**src/rtl/stopwatch_timebase_if.sv**
```systemverilog
// Stopwatch mode type and the mode/display bundle between the mode FSM,
// the timebase and the seven-segment driver.
//   state            : current stopwatch mode (IDLE, RUNNING, CLEAR)
//   cs_ones..m_tens  : elapsed time MM:SS.cc as six BCD digits
//   running          : registered (state == RUNNING)
//   rollover         : one-cycle pulse on the 59:59.99 -> 00:00.00 wrap
package stopwatch_pkg;
    // Encoding 2'b11 is unused; the timebase treats it as IDLE.
    typedef enum logic [1:0] {
        IDLE    = 2'd0,
        RUNNING = 2'd1,
        CLEAR   = 2'd2
    } state_t;
endpackage

interface stopwatch_timebase_if;
    import stopwatch_pkg::*;

    state_t     state;
    logic [3:0] cs_ones;
    logic [3:0] cs_tens;
    logic [3:0] s_ones;
    logic [3:0] s_tens;
    logic [3:0] m_ones;
    logic [3:0] m_tens;
    logic       running;
    logic       rollover;

    // master: mode source / display consumer side
    modport master (
        output state,
        input  cs_ones, cs_tens, s_ones, s_tens, m_ones, m_tens,
        input  running, rollover
    );

    // slave: the timebase itself
    modport slave (
        input  state,
        output cs_ones, cs_tens, s_ones, s_tens, m_ones, m_tens,
        output running, rollover
    );
endinterface

```
**src/rtl/stopwatch_timebase.sv**
```systemverilog
// Stopwatch timebase: divides clk down to a centisecond tick and keeps the
// elapsed time as six BCD digits MM:SS.cc, driven by the current mode.
//   clk  : system clock, rising edge
//   rst  : asynchronous active-high reset, clears all state
//   bus  : stopwatch_timebase_if.slave - state in; digits, running and
//          rollover out (all registered)
module stopwatch_timebase
    import stopwatch_pkg::*;
#(
    parameter int TICK_DIV = 100
) (
    input  logic                  clk,
    input  logic                  rst,
    stopwatch_timebase_if.slave   bus
);
    localparam int             PW   = $clog2(TICK_DIV);
    localparam logic [PW-1:0]  PMAX = PW'(TICK_DIV - 1);

    // Per-digit wrap limits, index 0 = cs_ones ... 5 = m_tens.
    localparam logic [5:0][3:0] LIM = {4'd5, 4'd9, 4'd5, 4'd9, 4'd9, 4'd9};

    logic [PW-1:0]    presc_q, presc_d;
    logic [5:0][3:0]  dig_q, dig_d;
    logic             running_q;
    logic             rollover_q, rollover_d;
    logic             carry;

    always_comb begin
        presc_d    = presc_q;
        dig_d      = dig_q;
        rollover_d = 1'b0;
        carry      = 1'b0;
        case (bus.state)
            CLEAR: begin
                // Clearing wins over any tick due on this edge.
                presc_d = '0;
                dig_d   = '0;
            end
            RUNNING: begin
                if (presc_q == PMAX) begin
                    presc_d = '0;
                    // Ripple the increment through all digits in one cycle;
                    // a carry out of m_tens is the full wrap.
                    carry = 1'b1;
                    for (int i = 0; i < 6; i++) begin
                        if (carry) begin
                            if (dig_q[i] == LIM[i]) begin
                                dig_d[i] = 4'd0;
                            end else begin
                                dig_d[i] = dig_q[i] + 4'd1;
                                carry    = 1'b0;
                            end
                        end
                    end
                    rollover_d = carry;
                end else begin
                    presc_d = presc_q + 1'b1;
                end
            end
            // IDLE and the unused encoding pause: prescaler fraction kept.
            default: ;
        endcase
    end

    always_ff @(posedge clk or posedge rst) begin
        if (rst) begin
            presc_q    <= '0;
            dig_q      <= '0;
            running_q  <= 1'b0;
            rollover_q <= 1'b0;
        end else begin
            presc_q    <= presc_d;
            dig_q      <= dig_d;
            running_q  <= (bus.state == RUNNING);
            rollover_q <= rollover_d;
        end
    end

    assign bus.cs_ones  = dig_q[0];
    assign bus.cs_tens  = dig_q[1];
    assign bus.s_ones   = dig_q[2];
    assign bus.s_tens   = dig_q[3];
    assign bus.m_ones   = dig_q[4];
    assign bus.m_tens   = dig_q[5];
    assign bus.running  = running_q;
    assign bus.rollover = rollover_q;
endmodule
```
**src/flat_wrapper.sv**
```systemverilog
// flat-port wrapper written by rule: the top's interface ports become plain ports
module stopwatch_timebase_flat import stopwatch_pkg::*;
#(
    parameter int TICK_DIV = 100
)
  (clk, rst, bus_state, bus_cs_ones, bus_cs_tens, bus_s_ones, bus_s_tens, bus_m_ones, bus_m_tens, bus_running, bus_rollover);
  stopwatch_timebase_if bus_i ();
  input  logic clk;
  input  logic rst;
  input wire logic [$bits(bus_i.state)-1:0] bus_state;
  output wire logic [$bits(bus_i.cs_ones)-1:0] bus_cs_ones;
  output wire logic [$bits(bus_i.cs_tens)-1:0] bus_cs_tens;
  output wire logic [$bits(bus_i.s_ones)-1:0] bus_s_ones;
  output wire logic [$bits(bus_i.s_tens)-1:0] bus_s_tens;
  output wire logic [$bits(bus_i.m_ones)-1:0] bus_m_ones;
  output wire logic [$bits(bus_i.m_tens)-1:0] bus_m_tens;
  output wire logic [$bits(bus_i.running)-1:0] bus_running;
  output wire logic [$bits(bus_i.rollover)-1:0] bus_rollover;
  assign bus_i.state = bus_state;
  assign bus_cs_ones = bus_i.cs_ones;
  assign bus_cs_tens = bus_i.cs_tens;
  assign bus_s_ones = bus_i.s_ones;
  assign bus_s_tens = bus_i.s_tens;
  assign bus_m_ones = bus_i.m_ones;
  assign bus_m_tens = bus_i.m_tens;
  assign bus_running = bus_i.running;
  assign bus_rollover = bus_i.rollover;
  stopwatch_timebase #(.TICK_DIV(TICK_DIV)) u_core (.clk(clk), .rst(rst), .bus(bus_i));
endmodule
```
**config.mk**
```make
export PLATFORM = sky130hd
export DESIGN_NAME = stopwatch_timebase_flat
export DESIGN_NICKNAME = d
export VERILOG_FILES = /design/src/rtl/stopwatch_timebase_if.sv /design/src/rtl/stopwatch_timebase.sv /design/src/flat_wrapper.sv
export SDC_FILE = /design/constraint.sdc
export NUM_CORES = 1
export LEC_CHECK = 0
export ABC_CLOCK_PERIOD_IN_PS = 5370
export BUFFER_PORTS_ARGS = -buffer_cell sky130_fd_sc_hd__buf_4
export CAP_MARGIN = 20
export CORE_ASPECT_RATIO = 0.9
export CORE_MARGIN = 3
export CORE_UTILIZATION = 55
export CTS_CLUSTER_SIZE = 28
export DETAILED_ROUTE_END_ITERATION = 10
export PLACE_DENSITY = 0.87
export SKIP_LAST_GASP = 1
export SLEW_MARGIN = 15
export SYNTH_ARGS = -nofsm -noshare
export SYNTH_HDL_FRONTEND = slang
export SYNTH_SLANG_ARGS = --single-unit
```
**constraint.sdc**
```tcl
create_clock -name clk -period 5.37 [get_ports clk]
set_input_delay 0.8055 -clock clk [delete_from_list [all_inputs] [get_ports clk]]
set_output_delay 0.8055 -clock clk [all_outputs]
set_load 0.01 [all_outputs]
```
==> results.md, run 1 <==
- Status: finished, final reports clean
- Drt via density: between 5 and 6
- Synth Register Bits: 33
- Pwr/cell area: ~270 mW/mm2
- Placed Cells: between 200 and 300
- Mapped Cells: about 200
- DRC: 0
- Clock latency on the worst-skew pair: slightly below 0.3 ns
- Nets: approximately 250
- RSZ-0062 raised after global routing: no
- Crit-path cells: buf_4 -> inv_1 -> ha_1 -> nand2b_1 -> or4_1 -> o21ai_0
- Synth cell types: 44
- Hold Crit Class: register to register
- Initial Util: 0.600
- Synthesized net count: 221
- DP Area: 0.00217 mm2
- Final Non-Filler Cells: between 200 and 300
- Initial antenna violation count: 0
- Clk buf depth: 2
- CP max stage delay: ~0.69 ns
- CTS Sinks: 33
- Worst slew margin: 0.428
- Crit. End Element: register
- Fin Setup TNS: 0 ns
- Clock root buffer: clkbuf_8
- Post-synthesis sequential area ratio: 0.429
- Fin. Hold Viols: 0
- Max Slew Vio Count: 0
- Synth top area cells: dfrtp_1, ha_1, nand3_1
- Antenna diodes: 0
- Syn Area/Cell: between 9 and 10 um2
- CP Data Arrival Time: about 2.7 ns
- Critical Path Source Type: primary input
- IO Pins: 30
- RePlAce Congestion: 0.830
- Critical Setup Path Class: primary input to register
- Total GRT Usage: 0.212
- P&R area growth vs syn: 19.6%
- WL per Instance: roughly 15 um
- Yosys warns: 0
- Yosys top cell area share: 0.429
- Die area: 0.00425 mm2
- Post-CTS Hold Buffers: 0
- Slowest CP cell: ha_1
- Vias in the first global route: 1514
- Largest net degree at the start of global routing: 34
- Die Y: between 60 and 70 um
- Core ar.: 0.00321 mm2
- Hpwl dp: about 2700 um
- PortBufs: 29
- Cell row count: 19
- Setup violators final: 0
- Fin crit share: 0.472
- Post-Route WL: about 4100 um
- Worst Hold Slack: 0.545 ns
- Mapped cell area: approximately 0.0019 mm2
- Largest area contributor in the netlist: dfrtp_1
- Max Clock Freq: 395 MHz
- ANT nets after route: 0
- Pleak: between 0.001 and 0.0015 uW
- Worst Max-Slew Pin Slew: around 0.86 ns
- Worst-path clk slew: about 0.070 ns
- CTS buffer count: 5
- Post-route cell area: 0.00230 mm2
- Worst Skew: around 0.0067 ns
- Critical Path RT: approximately 5.6 ns
- Layout cells sized above 1: 0.194
- Routed via count: approximately 1600
- Crit path max fanout: 25
- Grt ovf: 0
- Total setup buffers inserted after CTS: 0
- CTS tree: done
- Commonest non-fill, non-tap cell in the layout: dfrtp_1
- First-pass GRT wire length: approximately 7000 um
- Drt first pass iters: 5
- Tmin final: approximately 2.5 ns
- VDD IR-drop max: about 0.24 mV
- Starting DRT DRC Count: 168
- Max-cap violations: 0
- Die width: a little under 70 um
- Commonest cells after routing, fill and taps aside: dfrtp_1, buf_4, nor2_1
- Post-CTS Resized: 0
- H-tree depth: 2
## Yosys cell counts, drive strengths merged
library cell  number
nand3             16
nand4              3
a31oi              1
a22o               1
nand4b             2
o31ai              1
xor2               3
a41oi              1
inv               13
mux2i              1
a221o              1
clkbuf             9
o311ai             4
o22ai              2
o21ai             10
dfrtp             33
nor2b              1
nand2b             1
or4b               2
and4               3
ha                14
o21bai             2
nor2              18
nor4               2
nor3               3
and3b              2
or4                7
o21a               1
or3                3
a21oi              6
or2                1
and3               6
nand3b             3
nand2             14
o211ai             3
xnor2              3
nor4b              1
a311oi             2
mux2               2
a211oi             2
## worst max-delay path: cells and delay by family
kind                     cells  cell delay, ns
buffers and inverters        2            0.14
adder cells (fa/ha/maj)      1            0.69
AND/OR/NAND/NOR              2            0.94
AO/OA/AOI/OAI                1            0.15
## per-layer routing
| layer | global-route usage | share of wire |
|---|---|---|
| met2 | 0.313 | 0.46 |
| met1 | 0.292 | 0.46 |
| met4 | 0.0993 | 0.020 |
| met5 | 0 | 0 |
| met3 | 0.0468 | 0.059 |
## cell families (layout without fill, tap and decap cells)
| kind of cell | Yosys count | after routing | share of synthesized area |
|---|---|---|---|
| AO/OA/AOI/OAI | 37 | 37 | 0.134 |
| multiplexers | 3 | 3 | 0.0169 |
| adder cells (fa/ha/maj) | 14 | 14 | 0.0910 |
| buffers and inverters | 22 | 51 | 0.0429 |
| XOR/XNOR | 6 | 6 | 0.0273 |
| flip-flops | 33 | 33 | 0.429 |
| AND/OR/NAND/NOR | 88 | 88 | 0.259 |
## registers in the layout (all words and copies together) (netlist names)
signal               cells
u_core.bus.cs_tens       4
u_core.bus.cs_ones       4
u_core.bus.s_tens        4
u_core.bus.running       1
u_core.bus.m_ones        4
u_core.bus.m_tens        4
u_core.bus.s_ones        4
u_core.bus.rollover      1
u_core.presc_q           7
## layout make-up
class | instances | area [um2]
inverters | 13 | 48.8
well taps | 42 | 52.6
clock buffers | 5 | 68.8
multi-input cells | 148 | 1020
repair buffers | 30 | 225
clock inverters | 3 | 65.1
fillers | 245 | 906
flip-flops and latches | 33 | 826
## worst paths after layout
path | end | depth (start not counted) | slack (ns) | startpoint
worst max-delay path | u_core.bus.s_tens[3] | 6 | 2.84 | bus_state[1]
worst min-delay path | u_core.presc_q[1] | 2 | 0.54 | u_core.presc_q[1]
worst max register to register | u_core.bus.cs_tens[1] | 4 | 2.97 | u_core.presc_q[2]
worst min register to register | u_core.presc_q[1] | 2 | 0.54 | u_core.presc_q[1]
max in group asynchronous | u_core.bus.s_tens[0] | 3 | 4.47 | rst
min in group asynchronous | u_core.bus.m_tens[0] | 3 | 0.60 | rst
## power by group
part | switching, uW | internal (uW)
sequential | 15.3 | 260
clock | 95.5 | 184
combinational | 43.5 | 31.9
total | 154 | 477
## per-stage QoR
step | power (uW) | setup WS [ns] | util
after global routing | 658 | 2.59 | 0.718
final | 631 | 2.84 | 0.718
after detailed placement | 354 | 2.50 | 0.676
after floorplan | 326 | 3.12 | -
after CTS | 635 | 2.84 | 0.718
after global placement | 350 | 2.55 | 0.676
Note: power is estimated with default switching activity, not from simulation.
==> inputs of run 2 (changes only) <==
- ABC_CLOCK_PERIOD_IN_PS: 5370 -> 2200
- CORE_UTILIZATION: 55 -> 51
- PLACE_DENSITY: 0.87 -> 0.85
- clock period: 5.37 -> 2.2 ns (I/O delays scaled with it)
==> results.md, run 2 (synthesis gave the netlist of run 1 again) <==
- Status: finished, final reports clean
- Crit path max fanout: 5 (-80%)
- RR Startpoint: u_core.presc_q[4]
- Layout Utilization: 0.696 (-0.0213)
- Commonest non-fill, non-tap cell in the layout: buf_4
- Initial antenna violation count: 0 (unchanged)
- VDD IR-drop max: 0.506 mV (+120%)
- Fin crit share: 0.974
- CTS buffer count: 5 (unchanged)
- Die Y: 64.3 um (+3.5%)
- Cell row count: 20 (+1)
- Pleak: 0.00115 uW (+7.3%)
- Fin Setup TNS: 0 ns (unchanged)
- Multi-input combinational cell area: 0.00103 mm2 (+1.5%)
- IO Pins: 30 (unchanged)
- Max FFs per register: 7 (unchanged)
- Critical Path RT: 2.34 ns (-3.24 ns)
- PortBufs: 29 (unchanged)
- Most flop-heavy register: u_core.presc_q
- Max Slew Vio Count: 0 (unchanged)
- CTS Sinks: 33 (unchanged)
- Worst Skew: 0.00634 ns (-0.000376 ns)
- Max-cap violations: 0 (unchanged)
- RR Endpoint: u_core.bus.cs_tens[2]
- Overall power: 1480 uW (+130%)
- Critical Path Source Type: register
- WL per Instance: 14.9 um (-0.47%)
- Setup violators final: 0 (unchanged)
- CP Buf/Inv Count: 1 (-1)
- Met2 WL: 2070 um (+9.0%)
- R2R Setup Slk: 0.06 ns (-2.91 ns)
- Drt via density: 5.87 (-1.6%)
- Antenna diodes: 0 (unchanged)
- RSZ-0062 raised after global routing: yes
- Core ar.: 0.00350 mm2 (+9.2%)
- Placed Cells: 283 (+6.4%)
- ANT nets after route: 0 (unchanged)
- Post-Route WL: 4360 um (+6.1%)
- Worst-path clk slew: 0.07 ns (about the same)
- Vias in the first global route: 1583 (+4.6%)
- Met3 WL post-DR: 232 um (-4.5%)
- CP max stage delay: 0.58 ns (-0.11 ns)
- Max Clock Freq: between 400 and 500 MHz
- Die area: 0.00455 mm2 (+7.1%)
- Nets: 265 (+6.4%)
- Commonest cells after routing, fill and taps aside: buf_4, dfrtp_1, nor2_1
- H-tree depth: 2 (unchanged)
- Clk buf depth: 2 (unchanged)
- Drt first pass iters: 4 (-1)
- Starting DRT DRC Count: 148 (-12%)
- CTS tree: done
- Worst Max-Slew Pin Slew: 0.412 ns (-0.445 ns)
- Slowest CP cell: or4b_4
- Largest net degree at the start of global routing: 34 (unchanged)
- Initial Util: 0.550 (-0.0504)
- Crit-path leading delay family: simple AND/OR/NAND/NOR gates
- Fin. Hold Viols: 0 (unchanged)
- RePlAce Congestion: 0.863 (+3.9%)
- Critical Setup Path Class: register to register
- Layout cells sized above 1: 0.254 (+0.0601)
- Clock latency on the worst-skew pair: 0.28 ns (about the same)
- Fill cells: 284 (+16%)
- Grt ovf: 0 (unchanged)
- Hold Crit Class: primary input to async pin
- First-pass GRT wire length: 7360 um (+5.2%)
- R2R depth: 5 (+1)
- Die width: 70.8 um (+3.5%)
- Pwr/cell area: 607 mW/mm2 (+120%)
- Routed via count: 1713 (+4.8%)
- Uppermost layer routed: met4
- Crit-path cells: or4b_4 -> or3_1 -> buf_4 -> o311ai_0 -> o21ai_1
- Hpwl dp: 2990 um (+12%)
- P&R area growth vs syn: 26.7%
- Total GRT Usage: 0.202 (-0.0104)
- Worst Hold Slack: 0.134 ns (-0.411 ns)
- Tmin final: roughly 2.1 ns
- Final Non-Filler Cells: 292 (+6.6%)
- M1 WL: 2000 um (+6.3%)
- DRC: 0 (unchanged)
- Worst slew margin: 0.725 (+0.297)
- Crit. End Element: register
- Sequential Area: 826 um2 (unchanged)
- Clock root buffer: clkbuf_8
- CP Data Arrival Time: 2.28 ns (-0.46 ns)
run 2: cell count changes in the layout (fill, tap and decap cells not counted), sizes merged:
| cell | delta |
|---|---|
| clkinv | -1 |
| bufinv | -1 |
| buf | +16 |
| clkbuf | +2 |
run 2: worst max-delay path by stage:
| stage | slack, ns | depth (start not counted) | startpoint | to |
|---|---|---|---|---|
| floorplan | 0.04 | 4 | u_core.presc_q[2] | u_core.bus.cs_tens[0] |
| global placement | 0.07 | 5 | u_core.presc_q[2] | u_core.bus.m_ones[3] |
| detailed placement | -0.02 | 6 | u_core.presc_q[2] | u_core.bus.s_ones[1] |
| CTS | 0.003 | 5 | u_core.presc_q[2] | u_core.bus.cs_tens[2] |
| global route | -0.04 | 5 | u_core.presc_q[4] | u_core.bus.cs_tens[2] |
| finish | 0.06 | 5 | u_core.presc_q[4] | u_core.bus.cs_tens[2] |
run 2: routing by layer:
layer  global-route usage  vias to the layer above
li1                     -                      831
met1                0.264                      824
met2                0.330                       49
met3               0.0456                        9
met4               0.0657                        0
met5                    0                        -
run 2: through the flow:
stage	area [um2]	setup slack, ns
floorplan	1930	0.0418
CTS	2420	0.00338
finish	2440	0.0577
global route	2440	-0.0395
detailed placement	2300	-0.0195
global placement	2300	0.0709
run 2: final cells by class:
class | instances | area share
Timing Repair Buffer | 46 | 0.148
Sequential cell | 33 | 0.338
Clock inverter | 1 | 0.0123
Tap cell | 44 | 0.0226
Clock buffer | 7 | 0.0354
Multi-Input combinational cell | 148 | 0.423
Inverter | 13 | 0.0200
run 2: worst min-delay path, cell delays in order:
cell and delay, ns:
buf_4 0.11, inv_1 0.04, buf_4 0.37
run 2: repair_timing:
item                                    4_1_cts  5_1_grt
hold endpoints to repair                      0        0
hold buffers                                  0        0
gates resized for setup                       2        3
endpoints found under the setup margin        3        8
setup buffers                                 0        1
pin swaps                                     0        3
cloned                                        0        0
run 2: where the power goes:
group | internal, uW | switching [uW] | total [uW] | leakage [uW]
registers | 635 | 31.2 | 667 | 0.000454
logic | 101 | 121 | 221 | 0.000633
clock network | 369 | 225 | 594 | 0.0000585
total | 1110 | 377 | 1480 | 0.00115
==> inputs of run 3 (changes only) <==
- ABC_AREA: default -> 1
- CELL_PAD_IN_SITES_DETAIL_PLACEMENT: default -> 0
- CELL_PAD_IN_SITES_GLOBAL_PLACEMENT: default -> 2
- CORE_UTILIZATION: 51 -> 30
- PLACE_DENSITY: 0.85 -> 0.83
- RECOVER_POWER: default -> 25
==> results.md, run 3 <==
- Max Slew Vio Count: 0 (unchanged)
- Synth Register Bits: 33 (unchanged)
- Drt via density: 4.58 (-22%)
- Switch Pwr: 445 uW (+18%)
- Tmin final: 1.69 ns (-0.451 ns)
- Worst Skew: 0.0134 ns (+0.00710 ns)
- Clock latency on the worst-skew pair: 0.29 ns (about the same)
- DRC: 0 (unchanged)
- Clock root buffer: clkbuf_8
- Drt first pass iters: 4 (unchanged)
- Crit path max fanout: 17 (+12)
- Max FFs per register: 7 (unchanged)
- First-pass GRT wire length: 7750 um (+5.2%)
- Die area: 0.00783 mm2 (+72%)
- Layout cells sized above 1: 0.240 (-0.0137)
- Initial Util: 0.322 (-0.228)
- Die Y: 84.3 um (+31%)
- Multi-input combinational cell area: 0.00109 mm2 (+5.7%)
- Routed via count: 1693 (-1.2%)
- Synth cell types: 30 (-32%)
- Initial antenna violation count: 0 (unchanged)
- Mapped Cells: 246 (+21%)
- Worst-path clk slew: 0.08 ns (about the same)
- Nets: 300 (+13%)
- Critical Path Source Type: register
- Fin. Hold Viols: 0 (unchanged)
- Pwr/cell area: 600 mW/mm2 (-1.2%)
- WL per Instance: 12.4 um (-17%)
- CTS tree: done
- Pleak: 0.00123 uW (+7.1%)
- Post-route cell area: 0.00246 mm2 (+0.92%)
- Ys async rst share: 1.00 (unchanged)
- Clk buf depth: 2 (unchanged)
- RePlAce Congestion: 0.764 (-11%)
- Yosys top cell area share: 0.404 (-0.0244)
- Worst slew margin: 0.423 (-0.302)
- H-tree depth: 2 (unchanged)
- DP Area: 0.00236 mm2 (+2.9%)
- Syn Area/Cell: 8.30 um2 (-12%)
- P&R area growth vs syn: 20.6%
- ANT nets after route: 0 (unchanged)
- Yosys warns: 0 (unchanged)
- Post-CTS Hold Buffers: 0 (unchanged)
- Worst setup margin: 0.509 ns (+0.451 ns)
- Antenna diodes: 0 (unchanged)
- Total GRT Usage: 0.121 (-0.0810)
- Number of synthesized flops with an enable pin: 0 (unchanged)
- Sw Ratio: 0.301 (+0.0470)
- Mapped cell area: 0.00204 mm2 (+6.0%)
- RSZ-0062 raised after global routing: no
- Core ar.: 0.00635 mm2 (+81%)
- CTS Sinks: 33 (unchanged)
- Fill cells: 674 (+140%)
- Most common library cells after synthesis: nand2_1, dfrtp_1, nand3_1, nor2_1, inv_1
- Synth top area cells: dfrtp_1, nand2_1, ha_1
- Sequential Area: 826 um2 (unchanged)
- Worst Hold Slack: 0.303 ns (+0.169 ns)
- CTS buffer count: 5 (unchanged)
- PortBufs: 29 (unchanged)
- Commonest cells after routing, fill and taps aside: nand2_1, dfrtp_1, buf_4
- Post-Route WL: 4580 um (+5.1%)
- IO Pins: 30 (unchanged)
- Max-cap violations: 0 (unchanged)
- CP Data Arrival Time: 1.86 ns (-0.42 ns)
- Setup violators final: 0 (unchanged)
- Count leader, synth: nand2_1
- Largest net degree at the start of global routing: 34 (unchanged)
- Critical Path RT: 2.37 ns (+0.03 ns)
- Crit. End Element: register
- Layout Utilization: 0.388 (-0.309)
- Hold Crit Class: primary input to async pin
- Post-synthesis sequential area ratio: 0.404 (-0.0244)
- Clock power share: 0.348 (-0.053)
- Status: finished, final reports clean
- Most flop-heavy register: u_core.presc_q
- Synthesized net count: 264 (+19%)
- Max Clock Freq: 591 MHz (+27%)
- Sequential fraction of design power: 0.474 (+0.024)
- Worst Max-Slew Pin Slew: 0.865 ns (+0.453 ns)
- Hpwl dp: 3270 um (+9.2%)
- Post-CTS Resized: 0 (-2)
- Largest area contributor in the netlist: dfrtp_1
- Fin crit share: 0.769 (-0.205)
- Placement Setup Slack: 0.497 ns (+0.516 ns)
- Die width: 93.0 um (+31%)
- Fin Setup TNS: 0 ns (unchanged)
- Commonest non-fill, non-tap cell in the layout: nand2_1
- Cell row count: 27 (+35%)
- Starting DRT DRC Count: 66 (-55%)
- Total setup buffers inserted after CTS: 0 (unchanged)
- Logic gate share of total power: 0.178 (+0.029)
- Grt ovf: 0 (unchanged)
- Top FF cell, synth: dfrtp_1
- Vias in the first global route: 1540 (-2.7%)
- VDD IR-drop max: 0.265 mV (-48%)
- Internal: 1030 uW (-6.6%)
- Critical Setup Path Class: register to register
## run 3: cell type report
class / count / area share
multi-input combinational: 185 / 0.443
sequential: 33 / 0.335
timing repair buffer: 33 / 0.0996
tap: 87 / 0.0442
clock buffer: 7 / 0.0391
inverter: 24 / 0.0366
clock inverter: 1 / 0.00203
## run 3: final timing paths
kind                                        start                    end  slack (ns)  cells after the start
worst min-delay path                          rst  u_core.bus.cs_tens[1]        0.30                      3
max in group asynchronous                     rst   u_core.bus.s_tens[3]        1.34                      3
min in group clk                     bus_state[0]      u_core.presc_q[1]        0.53                      4
worst max register to register  u_core.presc_q[1]   u_core.bus.m_ones[3]        0.51                      9
worst max-delay path            u_core.presc_q[1]   u_core.bus.m_ones[3]        0.51                      9
worst min register to register  u_core.presc_q[6]      u_core.presc_q[6]        0.54                      2
## run 3: through the flow
stage / cells / power (uW)
CTS: 370 / 1500
detailed placement: 362 / 981
finish: 370 / 1480
floorplan: 246 / 876
global placement: 362 / 978
global route: 370 / 1560
## run 3: critical path: stages (launching register included)
cell	delay, ns
dfrtp_1	0.39
ha_1	0.21
nand2_1	0.07
inv_1	0.06
nand3_2	0.13
a21oi_4	0.18
buf_4	0.30
nand3_4	0.11
nand2_1	0.08
nand2_1	0.05
## run 3: kinds of logic (layout without fill, tap and decap cells)
kind of cell               after synthesis  after routing  synth area share
and+or+nand+nor                        143            143             0.350
DFF                                     33             33             0.404
adders and majority gates               14             14            0.0858
buffers and inverters                   28             65            0.0613
AOI/OAI and AO/OA                       20             20            0.0637
xor gates and xnor gates                 8              8            0.0343
## run 3: power by group through the flow
stage | registers, uW | clock network [uW] | logic [uW]
after detailed placement | 712 | 0 | 268
after CTS | 702 | 532 | 269
after floorplan | 713 | 0 | 163
after global placement | 712 | 0 | 267
after global routing | 710 | 557 | 296
final | 701 | 514 | 263
## run 3: layer usage
metal	track usage	vias up	wire length [um]
li1	-	876	-
met1	0.189	771	2430
met2	0.164	41	1880
met3	0.0305	5	235
met4	0.0280	0	32
met5	0	-	0
